<file path="config.mk">
export PLATFORM = sky130hd
export DESIGN_NAME = pipelined_add_sub
export DESIGN_NICKNAME = d
export VERILOG_FILES = /design/src/rtl/kolache_alu_pkg.sv /design/src/rtl/add_sub_segment.sv /design/src/rtl/pipelined_add_sub.sv
export SDC_FILE = /design/constraint.sdc
export NUM_CORES = 1
export LEC_CHECK = 0
export ABC_CLOCK_PERIOD_IN_PS = 10200
export BUFFER_PORTS_ARGS = -buffer_cell sky130_fd_sc_hd__buf_2
export CORE_MARGIN = 2
export CORE_UTILIZATION = 61
export DETAILED_ROUTE_END_ITERATION = 10
export PLACE_DENSITY = 0.84
export SLEW_MARGIN = 20
export SYNTH_ARGS = -nofsm -noshare
export SYNTH_HDL_FRONTEND = slang
export SYNTH_SLANG_ARGS = --single-unit
</file>
<file path="constraint.sdc">
create_clock -name clk -period 10.2 [get_ports clk]
set_input_delay 1.02 -clock clk [delete_from_list [all_inputs] [get_ports clk]]
set_output_delay 1.02 -clock clk [all_outputs]
set_load 0.02 [all_outputs]
</file>
<file path="src/rtl/kolache_alu_pkg.sv">
// Kolache ALU shared definitions: opcodes, flag bit indices
// and the full-adder cell used by the arithmetic slices.
package kolache_alu_pkg;

    typedef enum logic [1:0] {
        OP_ADD = 2'b00,
        OP_SUB = 2'b01,
        OP_ADC = 2'b10,
        OP_SBB = 2'b11
    } op_e;

    localparam int FLAG_C    = 0;
    localparam int FLAG_V    = 1;
    localparam int FLAG_Z    = 2;
    localparam int FLAG_N    = 3;
    localparam int NUM_FLAGS = 4;

    // returns {carry, sum}
    function automatic logic [1:0] fa(
        input logic x,
        input logic y,
        input logic ci
    );
        return {(x & y) | (ci & (x ^ y)), x ^ y ^ ci};
    endfunction

endpackage

</file>
<file path="src/rtl/add_sub_segment.sv">
// Combinational SEG-bit ripple slice built from full-adder cells;
// one instance per pipeline stage.
module add_sub_segment
    import kolache_alu_pkg::*;
#(
    parameter int SEG = 8
) (
    input  logic [SEG-1:0] a,
    input  logic [SEG-1:0] bx,
    input  logic           cin,
    output logic [SEG-1:0] s,
    output logic           cout,
    output logic           seg_zero
);

    logic c;

    always_comb begin
        c = cin;
        s = '0;
        for (int i = 0; i < SEG; i++) begin
            {c, s[i]} = fa(a[i], bx[i], c);
        end
    end

    assign cout     = c;
    assign seg_zero = ~|s;

endmodule

</file>
<file path="src/rtl/pipelined_add_sub.sv">
// Elastic add/sub pipeline: one carry segment per stage, skewed
// operands moving up, finished sum bits collecting below.
module pipelined_add_sub
    import kolache_alu_pkg::*;
#(
    parameter int WIDTH  = 32,
    parameter int STAGES = 4
) (
    input  logic             clk,
    input  logic             rst,
    input  logic             in_valid,
    output logic             in_ready,
    input  logic [WIDTH-1:0] a,
    input  logic [WIDTH-1:0] b,
    input  logic [1:0]       op,
    input  logic             c_in,
    output logic             out_valid,
    input  logic             out_ready,
    output logic [WIDTH-1:0] sum,
    output logic             c_out,
    output logic             ovf,
    output logic             zero,
    output logic             neg
);

    localparam int SEG = WIDTH / STAGES;

    logic [WIDTH-1:0]  bx;
    logic              carry0;
    logic [STAGES-1:0] v;
    logic [STAGES-1:0] v_in;
    logic [STAGES-1:0] ld;
    logic [STAGES:0]   ld_ext;

    assign bx = b ^ {WIDTH{op[0]}};

    always_comb begin
        carry0 = 1'b0;
        unique case (op_e'(op))
            OP_ADD:         carry0 = 1'b0;
            OP_SUB:         carry0 = 1'b1;
            OP_ADC, OP_SBB: carry0 = c_in;
            default:        carry0 = 1'b0;
        endcase
    end

    // a stage may load if it is empty or everything after it moves
    always_comb begin
        ld_ext         = '0;
        ld_ext[STAGES] = out_ready;
        for (int k = STAGES - 1; k >= 0; k--) begin
            ld_ext[k] = !v[k] || ld_ext[k+1];
        end
    end

    assign ld        = ld_ext[STAGES-1:0];
    assign in_ready  = ld_ext[0];
    assign out_valid = v[STAGES-1];
    assign v_in      = STAGES'({v, in_valid});

    always_ff @(posedge clk) begin
        if (rst) begin
            v <= '0;
        end else begin
            v <= (v & ~ld) | (v_in & ld);
        end
    end

    for (genvar k = 0; k < STAGES; k++) begin : g_st
        localparam int LO  = k * SEG;
        localparam int REM = WIDTH - LO;

        logic [REM-1:0]    a_d;
        logic [REM-1:0]    bx_d;
        logic              c_d;
        logic              z_d;
        logic [SEG-1:0]    seg_s;
        logic              seg_c;
        logic              seg_z;
        logic [LO+SEG-1:0] s_n;
        logic [LO+SEG-1:0] s_q;

        if (k == 0) begin : g_in
            assign a_d  = a;
            assign bx_d = bx;
            assign c_d  = carry0;
            assign z_d  = 1'b1;
            assign s_n  = seg_s;
        end else begin : g_in
            assign a_d  = g_st[k-1].g_out.a_q;
            assign bx_d = g_st[k-1].g_out.bx_q;
            assign c_d  = g_st[k-1].g_out.c_q;
            assign z_d  = g_st[k-1].g_out.z_q;
            assign s_n  = {seg_s, g_st[k-1].s_q};
        end

        add_sub_segment #(
            .SEG(SEG)
        ) u_seg (
            .a       (a_d[SEG-1:0]),
            .bx      (bx_d[SEG-1:0]),
            .cin     (c_d),
            .s       (seg_s),
            .cout    (seg_c),
            .seg_zero(seg_z)
        );

        always_ff @(posedge clk) begin
            if (rst) begin
                s_q <= '0;
            end else if (ld[k]) begin
                s_q <= s_n;
            end
        end

        if (k < STAGES - 1) begin : g_out
            localparam int HI = REM - SEG;

            logic [HI-1:0] a_q;
            logic [HI-1:0] bx_q;
            logic          c_q;
            logic          z_q;

            always_ff @(posedge clk) begin
                if (rst) begin
                    a_q  <= '0;
                    bx_q <= '0;
                    c_q  <= 1'b0;
                    z_q  <= 1'b0;
                end else if (ld[k]) begin
                    a_q  <= a_d[REM-1:SEG];
                    bx_q <= bx_d[REM-1:SEG];
                    c_q  <= seg_c;
                    z_q  <= z_d & seg_z;
                end
            end
        end else begin : g_last
            logic [NUM_FLAGS-1:0] f_n;
            logic [NUM_FLAGS-1:0] f_q;

            always_comb begin
                f_n         = '0;
                f_n[FLAG_C] = seg_c;
                f_n[FLAG_V] = (a_d[SEG-1] == bx_d[SEG-1]) &&
                              (seg_s[SEG-1] != a_d[SEG-1]);
                f_n[FLAG_Z] = z_d & seg_z;
                f_n[FLAG_N] = seg_s[SEG-1];
            end

            always_ff @(posedge clk) begin
                if (rst) begin
                    f_q <= '0;
                end else if (ld[k]) begin
                    f_q <= f_n;
                end
            end
        end
    end

    assign sum   = g_st[STAGES-1].s_q;
    assign c_out = g_st[STAGES-1].g_last.f_q[FLAG_C];
    assign ovf   = g_st[STAGES-1].g_last.f_q[FLAG_V];
    assign zero  = g_st[STAGES-1].g_last.f_q[FLAG_Z];
    assign neg   = g_st[STAGES-1].g_last.f_q[FLAG_N];

endmodule
</file>
==> impl_metrics.toml, run 1 <==
[run_status]
outcome = "finished clean"

[critical_path]
cp-start-kind = "input port"
worstSetupPathType = "in -> reg"
crit_required_ns = 10.54
endpoint_kind = "register"
cp.arrival_ns = 5.45
worstPathMaxFanout = 33

[sta]
drv_slew = 0
final-hold-violation-count = 0
fmax_mhz = 195
max_slew_margin_pct = 35.7
whs_ns = 0.445
setup_tns_ns = 0
tightest_slew_ns = 0.964
period_minus_slack_ns = 5.12
fin_skew_ns = 0.00630
setup_viol = 0
grt_setup_unrepaired = "no"
fin_crit_sh_pct = 50.2

[clock_tree]
cts_resized = 0
clk_pin_slew_ns = 0.06
clock_sinks = 189
cts_max_path_buffers = 2
cts_tree = "done"
insertion_delay_ns = 0.42
ctsHoldBuffers = 0
h-tree-depth = 4
postCtsSetupBuffers = 0
cts_made_buffers = 17
ctsRootBufferMaster = "clkbuf_16"

[synth]
yosys.area_share.adder_pct = 8.45
synthMuxAreaShare_pct = 0.146
synth_edf_count = 0
synth_seq_area_share_pct = 49.0
syn_area_um2 = 7730
syn_area_per_cell_um2 = 8.64
ys_warn_count = 0
synth_top_family_by_area = "simple AND/OR/NAND/NOR gates"
synth_cell_types = 31
synth-async-reset-ratio_pct = 0
syn_nets = 998
synth_xor_xnor_area_share_pct = 3.74
synth-main-ff-cell = "dfxtp_1"
synth_cells = 894
yosys.area_share.simple_pct = 18.1
synth-seq-cells = 189
synth_compound_area_share_pct = 15.0

[drt]
via_per_inst = 5.20
drt-total-wl_mm = 15.8
wire_per_inst_um = 13.8
route.vias.total = 5960
detail-route-antenna-nets = 0
drt_iter0_markers = 447
dr.pass1.iters = 5
drcViolationCount = 0

[hold_path]
hold_class = "reg -> reg"

[grt]
grt_max_degree = 126
grt_pass1_vias = 5493
antenna_found_initial = 0
grt_pass1_wl_mm = 26.0
gr-total-overflow = 0
track_usage_pct = 24.4

[pwr]
p_comb_share_pct = 9.7
peakVddDrop_mv = 0.123
internal_power_uw = 1260
clock_power_share_pct = 40.8
power_uw = 1640
p_switching_uw = 374
power_density_nw_per_um2 = 185
swShare_pct = 22.8
p_leak_uw = 0.00366
seqPwrFrac_pct = 49.5

[placed_design]
dp.cells = 1116
routabilityCongestion = 0.794
port_buffers = 108
place_hpwl_mm = 10.1

[floorplanning]
fp.dieH_um = 117
dieArea_um2 = 13600
die_w_um = 117
start_util_pct = 61.7
core-area_um2 = 12500
rows = 41
ios = 109

[flow_run]
maxCapViolations = 0

[cells_and_area]
final_util_pct = 70.7
drive_gt1_share_pct = 17.9
layout.cells.non_filler = 1146
antenna_cells = 0
nets = 1067
area_growth_pct = 14.5
nFillCells = 1010
==> flip-flops by register name, indices dropped and copies added, names as in the netlist, named ones only <==
register	count
g_st.g_out.z_q	3
g_st.g_last.f_q	3
g_st.g_out.c_q	3
g_st.s_q	48
sum	32
g_st.g_out.a_q	48
g_st.g_out.bx_q	48
==> cell families after synthesis <==
family,count (synthesis)
DFF,189
xor gates and xnor gates,33
AOI/OAI and AO/OA,185
muxes,1
adders and majority gates,33
buffers and inverters,98
and+or+nand+nor,355
==> synth_stat cells (2+ instances only) <==
cell type	n	area, µm²
a22oi_1	2	15.0
fa_1	32	641
buf_4	4	30.0
a21oi_1	145	726
nor4b_1	2	17.5
a211oi_1	11	82.6
inv_1	30	113
xnor2_1	27	236
nand4b_1	2	17.5
nor3_1	3	15.0
a211oi_2	27	338
nor4_1	3	18.8
xor2_1	6	52.6
clkbuf_1	50	188
nor2_1	49	184
buf_2	8	40.0
dfxtp_1	189	3780
nand2_1	287	1080
buf_6	5	56.3
==> power by group through the flow <==
| stage | sequential (µW) | combinational, µW | clock [µW] |
|---|---|---|---|
| 3_3_place_gp | 826 | 150 | 0 |
| 3_5_place_dp | 827 | 153 | 0 |
| 5_1_grt | 817 | 176 | 704 |
| 2_1_floorplan | 827 | 101 | 0 |
| 6_report | 811 | 158 | 669 |
| 4_1_cts | 811 | 158 | 676 |
==> path summary, 6_finish.rpt <==
path / from / end / slack (ns) / depth (start not counted)
min: sum[2] / sum[2] / 0.44 / 2
min reg2reg: sum[2] / sum[2] / 0.44 / 2
max reg2reg: g_st[1].g_out.a_q[0] / g_st[2].g_out.z_q / 6.07 / 15
max: op[0] / g_st[0].g_out.z_q / 5.08 / 18
==> layout make-up <==
type                       instances  area, µm²  area share [%]
tap                              172        215            2.43
timing repair buffer             117        614            6.95
clock inverter                     6        109            1.23
multi-input combinational        607       3510            39.7
sequential                       189       3780            42.8
clock buffer                      24        492            5.56
inverter                          31        119            1.34
==> layer usage <==
| layer | routed length [µm] | global-route usage (%) | vias to the layer above |
|---|---|---|---|
| met5 | 0 | 0 | - |
| met4 | 254 | 7.29 | 0 |
| li1 | - | - | 3015 |
| met2 | 7200 | 37.9 | 190 |
| met3 | 892 | 5.71 | 23 |
| met1 | 7430 | 34.3 | 2732 |
==> cell usage in the layout, fill, tap and decap left out, types with 6 or more instances in the layout <==
| master | Yosys | layout |
|---|---|---|
| xor2_1 | 6 | 6 |
| a211oi_2 | 27 | 27 |
| clkbuf_16 | 0 | 17 |
| nand2_1 | 287 | 287 |
| a21oi_1 | 145 | 145 |
| xnor2_1 | 27 | 27 |
| inv_1 | 30 | 30 |
| fa_1 | 32 | 32 |
| dfxtp_1 | 189 | 189 |
| buf_4 | 4 | 9 |
| a211oi_1 | 11 | 11 |
| buf_2 | 8 | 107 |
| nor2_1 | 49 | 49 |
==> critical path: stages <==
cell	delay, ns
buf_2	0.07
buf_4	0.44
xor2_1	0.25
fa_1	0.21
inv_1	0.05
fa_1	0.37
fa_1	0.41
fa_1	0.38
inv_1	0.08
fa_1	0.15
inv_1	0.05
fa_1	0.41
fa_1	0.38
inv_1	0.08
fa_1	0.44
nor4b_1	0.33
nand3_1	0.12
a21oi_1	0.20
==> per-stage QoR <==
step,worst slack (ns),area (µm²)
after global routing,4.83,8840
after floorplan,5.11,7730
final,5.08,8840
after CTS,5.10,8840
after global placement,4.91,8240
after detailed placement,4.77,8240
No activity file was read; power rests on OpenSTA's default activity.
==> run 2, diff against run 1 <==
ABC_CLOCK_PERIOD_IN_PS = 4700   (was 10200)
CORE_UTILIZATION = 51   (was 61)
PLACE_DENSITY = 0.75   (was 0.84)
clock period = 4.7 ns   (was 10.2 ns; I/O delays follow)
==> run 2 against run 1 <==
Net effect:
- sequential share of layout area fell by 0.15 points
- critical path depth fell by 3
- clock-buffer cell count fell by 5
- first-iteration DRC count rose by 13%
- critical path type is now reg -> reg
- largest cell class unchanged
==> impl_metrics.toml, run 2 (same netlist as run 1, synthesis figures left out) <==
[placed_design]
place_hpwl_mm = 10.4
routabilityCongestion = 0.763
port_buffers = 108

[floorplanning]
core-area_um2 = 14600
ios = 109
dieArea_um2 = 16100
rows = 44
die_w_um = 127
fp.dieH_um = 127
start_util_pct = 52.8

[sta]
fmax_mhz = 247
setup_viol = 0
final-hold-violation-count = 0
fin_crit_sh_pct = 86.1
grt_setup_unrepaired = "no"
tightest_slew_ns = 0.912
drv_slew = 0
period_minus_slack_ns = 4.05
setup_tns_ns = 0
fin_skew_ns = 0.00717
max_slew_margin_pct = 39.2

[clock_tree]
ctsRootBufferMaster = "clkbuf_16"
ctsHoldBuffers = 0
cts_made_buffers = 17
clock_sinks = 189
cts_max_path_buffers = 2
insertion_delay_ns = 0.43
postCtsSetupBuffers = 0
clk_pin_slew_ns = 0.07
cts_tree = "done"
cts_resized = 0
h-tree-depth = 4

[critical_path]
worstPathMaxFanout = 2
r2r_start = "g_st[0].g_out.a_q[0]"
cp-start-kind = "register"
worstSetupPathType = "reg -> reg"
reg2reg_slack_ns = 0.65
crit_required_ns = 5.00
cp.arrival_ns = 4.35
timing.rr.end = "g_st[1].g_out.z_q"
endpoint_kind = "register"
r2r_cells = 15

[pwr]
p_leak_uw = 0.00366
power_density_nw_per_um2 = 401
power_uw = 3560
peakVddDrop_mv = 0.235

[cells_and_area]
most-common-layout-cells = "nand2_1 (287), dfxtp_1 (189), a21oi_1 (145)"
antenna_cells = 0
nets = 1068
layout_commonest_cell = "nand2_1"
regArea_um2 = 3780
top_regs = "g_st.g_out.a_q (48), g_st.g_out.bx_q (48), g_st.s_q (48)"
multi_input_area_um2 = 3510
drive_gt1_share_pct = 18.3
area_growth_pct = 14.9
nFillCells = 1314

[hold_path]
hold_path_end = "g_st[0].g_out.a_q[10]"
hold-path-cell-count = 3
hold_class = "in -> reg"
min-delay-start = "a[18]"

[drt]
route.vias.total = 5862
dr.pass1.iters = 6
drt-total-wl_mm = 16.0
drt_iter0_markers = 505
drcViolationCount = 0
wire_per_inst_um = 13.8
detail-route-antenna-nets = 0
via_per_inst = 5.05

[grt]
grt_pass1_vias = 5672
antenna_found_initial = 0
track_usage_pct = 20.8
grt_max_degree = 85
grt_pass1_wl_mm = 27.1
gr-total-overflow = 0

[run_status]
outcome = "finished clean"

[flow_run]
maxCapViolations = 0
run 2: cell count changes in the layout (fill, tap and decap cells not counted), sizes merged:
| cell | previous run | this run |
|---|---|---|
| buf | 117 | 118 |
| clkinv | 3 | 6 |
| clkbuf | 24 | 19 |
| inv | 31 | 32 |
| clkinvlp | 0 | 3 |
run 2: metrics by stage:
| stage | util, % | hold slack, ns | cells | setup WS [ns] | cell area (µm²) |
|---|---|---|---|---|---|
| 2_1_floorplan | - | 0.432 | 894 | 0.161 | 7730 |
| 3_3_place_gp | 56.5 | 0.436 | 1129 | 0.351 | 8270 |
| 3_5_place_dp | 56.5 | 0.443 | 1129 | 0.218 | 8270 |
| 4_1_cts | 60.6 | 0.270 | 1161 | 0.651 | 8880 |
| 5_1_grt | 60.6 | 0.287 | 1161 | 0.397 | 8880 |
| 6_report | 60.6 | 0.285 | 1161 | 0.652 | 8880 |
run 2: critical path: stages, from the launching register on:
cell and delay, ns:
dfxtp_1 0.33, fa_1 0.45, fa_1 0.40, fa_1 0.40, fa_1 0.36, inv_1 0.08, fa_1 0.16, inv_1 0.05
fa_1 0.43, fa_1 0.37, inv_1 0.09, fa_1 0.44, nand4b_1 0.12, nor3_1 0.05, a22oi_1 0.13, nor2_1 0.05
run 2: area by class of cell:
class                   instances  share of cell area (%)
clock inverters                13                    1.87
repair buffers                118                    7.01
well taps                     184                    2.59
clock buffers                  19                    4.99
flip-flops and latches        189                    42.6
multi-input cells             607                    39.6
inverters                      31                    1.34
run 2: routing by layer:
layer | up-vias | share of wire [%] | track usage, %
li1 | 3018 | - | -
met1 | 2694 | 49 | 29.2
met2 | 128 | 45 | 32.1
met3 | 22 | 5.0 | 4.27
met4 | 0 | 1.7 | 7.37
met5 | - | 0 | 0
run 2: how the worst max path moves through the flow:
stage / start / endpoint / slack, ns / cells after the start
2_1_floorplan: op[0] / g_st[0].g_out.z_q / 0.16 / 18
3_3_place_gp: op[0] / g_st[0].g_out.z_q / 0.35 / 17
3_5_place_dp: op[0] / g_st[0].g_out.z_q / 0.22 / 17
4_1_cts: g_st[0].g_out.a_q[0] / g_st[1].g_out.z_q / 0.65 / 15
5_1_grt: op[0] / g_st[0].g_out.z_q / 0.40 / 17
6_report: g_st[0].g_out.a_q[0] / g_st[1].g_out.z_q / 0.65 / 15
run 2: report_power, final:
part / total [µW] / switching [µW] / leakage (µW) / internal (µW)
Sequential: 1760 / 56.6 / 0.00155 / 1700
Combinational: 336 / 185 / 0.00181 / 151
Clock: 1460 / 608 / 0.000290 / 853
==> run 3, diff against run 2 <==
PLACE_DENSITY = 0.78   (was 0.75)
==> run 3 against run 2 <==
Net effect:
- clock skew about the same
- clock-buffer cell count unchanged
- flip-flop and latch count unchanged
- die area unchanged
- fmax decreased by 2.0%
- utilization increased by 0.33 points
- worst hold slack got worse by 0.00083 ns
- register-to-register slack got worse by 0.06 ns
- total power increased by 3.5%
- critical endpoint is now g_st[0].g_out.z_q
- largest power group unchanged
==> impl_metrics.toml, run 3 (same netlist as run 1, synthesis figures left out) <==
[floorplanning]
die_w_um = 127
dieArea_um2 = 16100
ios = 109
rows = 44
start_util_pct = 52.8
core-area_um2 = 14600
fp.dieH_um = 127

[pwr]
p_leak_uw = 0.00368
power_uw = 3680
p_switching_uw = 852
seqPwrFrac_pct = 47.8
swShare_pct = 23.1
peakVddDrop_mv = 0.288
power_density_nw_per_um2 = 413
p_comb_share_pct = 9.1
internal_power_uw = 2830
clock_power_share_pct = 43.0

[clock_tree]
cts_made_buffers = 17
cts_resized = 0
cts_tree = "done"
ctsRootBufferMaster = "clkbuf_16"
clk_pin_slew_ns = 0.07
postCtsSetupBuffers = 0
insertion_delay_ns = 0.43
h-tree-depth = 4
ctsHoldBuffers = 0
clock_sinks = 189
cts_max_path_buffers = 2

[critical_path]
cp_cell_sequence = "buf_2 -> xor2_1 -> fa_1 -> inv_1 -> fa_1 -> fa_1 -> fa_1 -> inv_1 -> fa_1 -> inv_1 -> fa_1 -> fa_1 -> inv_1 -> fa_1 -> nor4b_1 -> nand3_1 -> a21oi_1"
cp.arrival_ns = 4.49
cpMostUsedCell = "fa_1"
reg2reg_slack_ns = 0.59
cp_slowest_cell = "fa_1"
cp-startpoint = "op[0]"
critPathBufInv = 5
cp-start-kind = "input port"
slowest_delay_ns = 0.43
worstSetupPathType = "in -> reg"
endpoint_kind = "register"
crit_required_ns = 5.06
r2r_start = "g_st[0].g_out.a_q[0]"
worstPathMaxFanout = 6
critical-path-top-delay-family = "adder cells"

[grt]
grt_pass1_vias = 5482
grt_pass1_wl_mm = 27.0
gr-total-overflow = 0
antenna_found_initial = 0
grt_max_degree = 157
track_usage_pct = 20.7

[placed_design]
port_buffers = 108
place_hpwl_mm = 10.5
routabilityCongestion = 0.770

[cells_and_area]
top_regs = "g_st.g_out.a_q (48), g_st.g_out.bx_q (48), g_st.s_q (48)"
final_util_pct = 60.9
nets = 1067
nFillCells = 1275
area_growth_pct = 15.5
antenna_cells = 0
multi_input_area_um2 = 3510
drive_gt1_share_pct = 18.3
layout_commonest_cell = "nand2_1"
most-common-layout-cells = "nand2_1 (287), dfxtp_1 (189), a21oi_1 (145)"
regArea_um2 = 3780

[drt]
drcViolationCount = 0
route.vias.total = 5947
drt_iter0_markers = 437
dr.pass1.iters = 4
via_per_inst = 5.13
drt-total-wl_mm = 16.3
wire_per_inst_um = 14.0
detail-route-antenna-nets = 0

[sta]
fin_crit_sh_pct = 87.8
drv_slew = 0
max_slew_margin_pct = 30.4
setup_viol = 0
final-hold-violation-count = 0
fmax_mhz = 242
period_minus_slack_ns = 4.13
grt_setup_unrepaired = "no"
fin_skew_ns = 0.00695
setup_tns_ns = 0
tightest_slew_ns = 1.04

[flow_run]
maxCapViolations = 0

[hold_path]
hold_class = "in -> reg"
min-delay-start = "a[26]"

[run_status]
outcome = "finished clean"
[run 3: cell count changes in the layout (fill, tap and decap cells not counted)]
cell	previous run	this run
clkinv_4	4	2
buf_6	1	0
clkbuf_8	1	3
buf_4	10	9
clkinvlp_4	3	2
inv_6	1	2
bufinv_16	3	5
clkbuf_1	1	0
[run 3: worst reg2reg max path, cell delays in order (launching register included)]
cell and delay [ns]:
dfxtp_1 0.32, fa_1 0.44, fa_1 0.40, fa_1 0.42, fa_1 0.38, inv_1 0.09, fa_1 0.16, inv_1 0.06
fa_1 0.44, fa_1 0.38, inv_1 0.08, fa_1 0.43, nand4b_1 0.13, nor3_1 0.06, a22oi_1 0.13, nor2_1 0.05
[run 3: metal layers]
metal | wire length [µm] | global-route usage [%] | part of all wire (%)
met5 | 0 | 0 | 0
met1 | 7790 | 29.2 | 48
met2 | 7460 | 31.9 | 46
met4 | 223 | 6.92 | 1.4
met3 | 771 | 4.52 | 4.7
[run 3: final timing paths]
kind / endpoint / depth (start not counted)
worst min-delay path: g_st[0].g_out.a_q[18] / 3
worst max-delay path: g_st[0].g_out.z_q / 17
worst min register to register: sum[1] / 2
worst max register to register: g_st[1].g_out.z_q / 15
[run 3: metrics by stage]
step / hold slack (ns) / setup WS (ns) / cells / instance area [µm²]
2_1_floorplan: 0.432 / 0.161 / 894 / 7730
3_3_place_gp: 0.436 / 0.359 / 1128 / 8260
3_5_place_dp: 0.441 / 0.155 / 1128 / 8260
4_1_cts: 0.270 / 0.560 / 1160 / 8920
5_1_grt: 0.272 / 0.361 / 1160 / 8920
6_report: 0.284 / 0.571 / 1160 / 8920
[run 3: layout make-up]
| cell class | instances | area share, % |
|---|---|---|
| tap | 184 | 2.58 |
| multi-input combinational | 607 | 39.4 |
| clock inverter | 13 | 2.36 |
| timing repair buffer | 117 | 6.91 |
| inverter | 31 | 1.33 |
| sequential | 189 | 42.4 |
| clock buffer | 19 | 5.07 |
[run 3: power groups by stage]
stage	sequential, µW	combinational, µW	clock, µW
after floorplan	1800	219	0
after global placement	1790	326	0
after detailed placement	1800	331	0
after CTS	1760	338	1600
after global routing	1770	375	1670
final	1760	337	1580
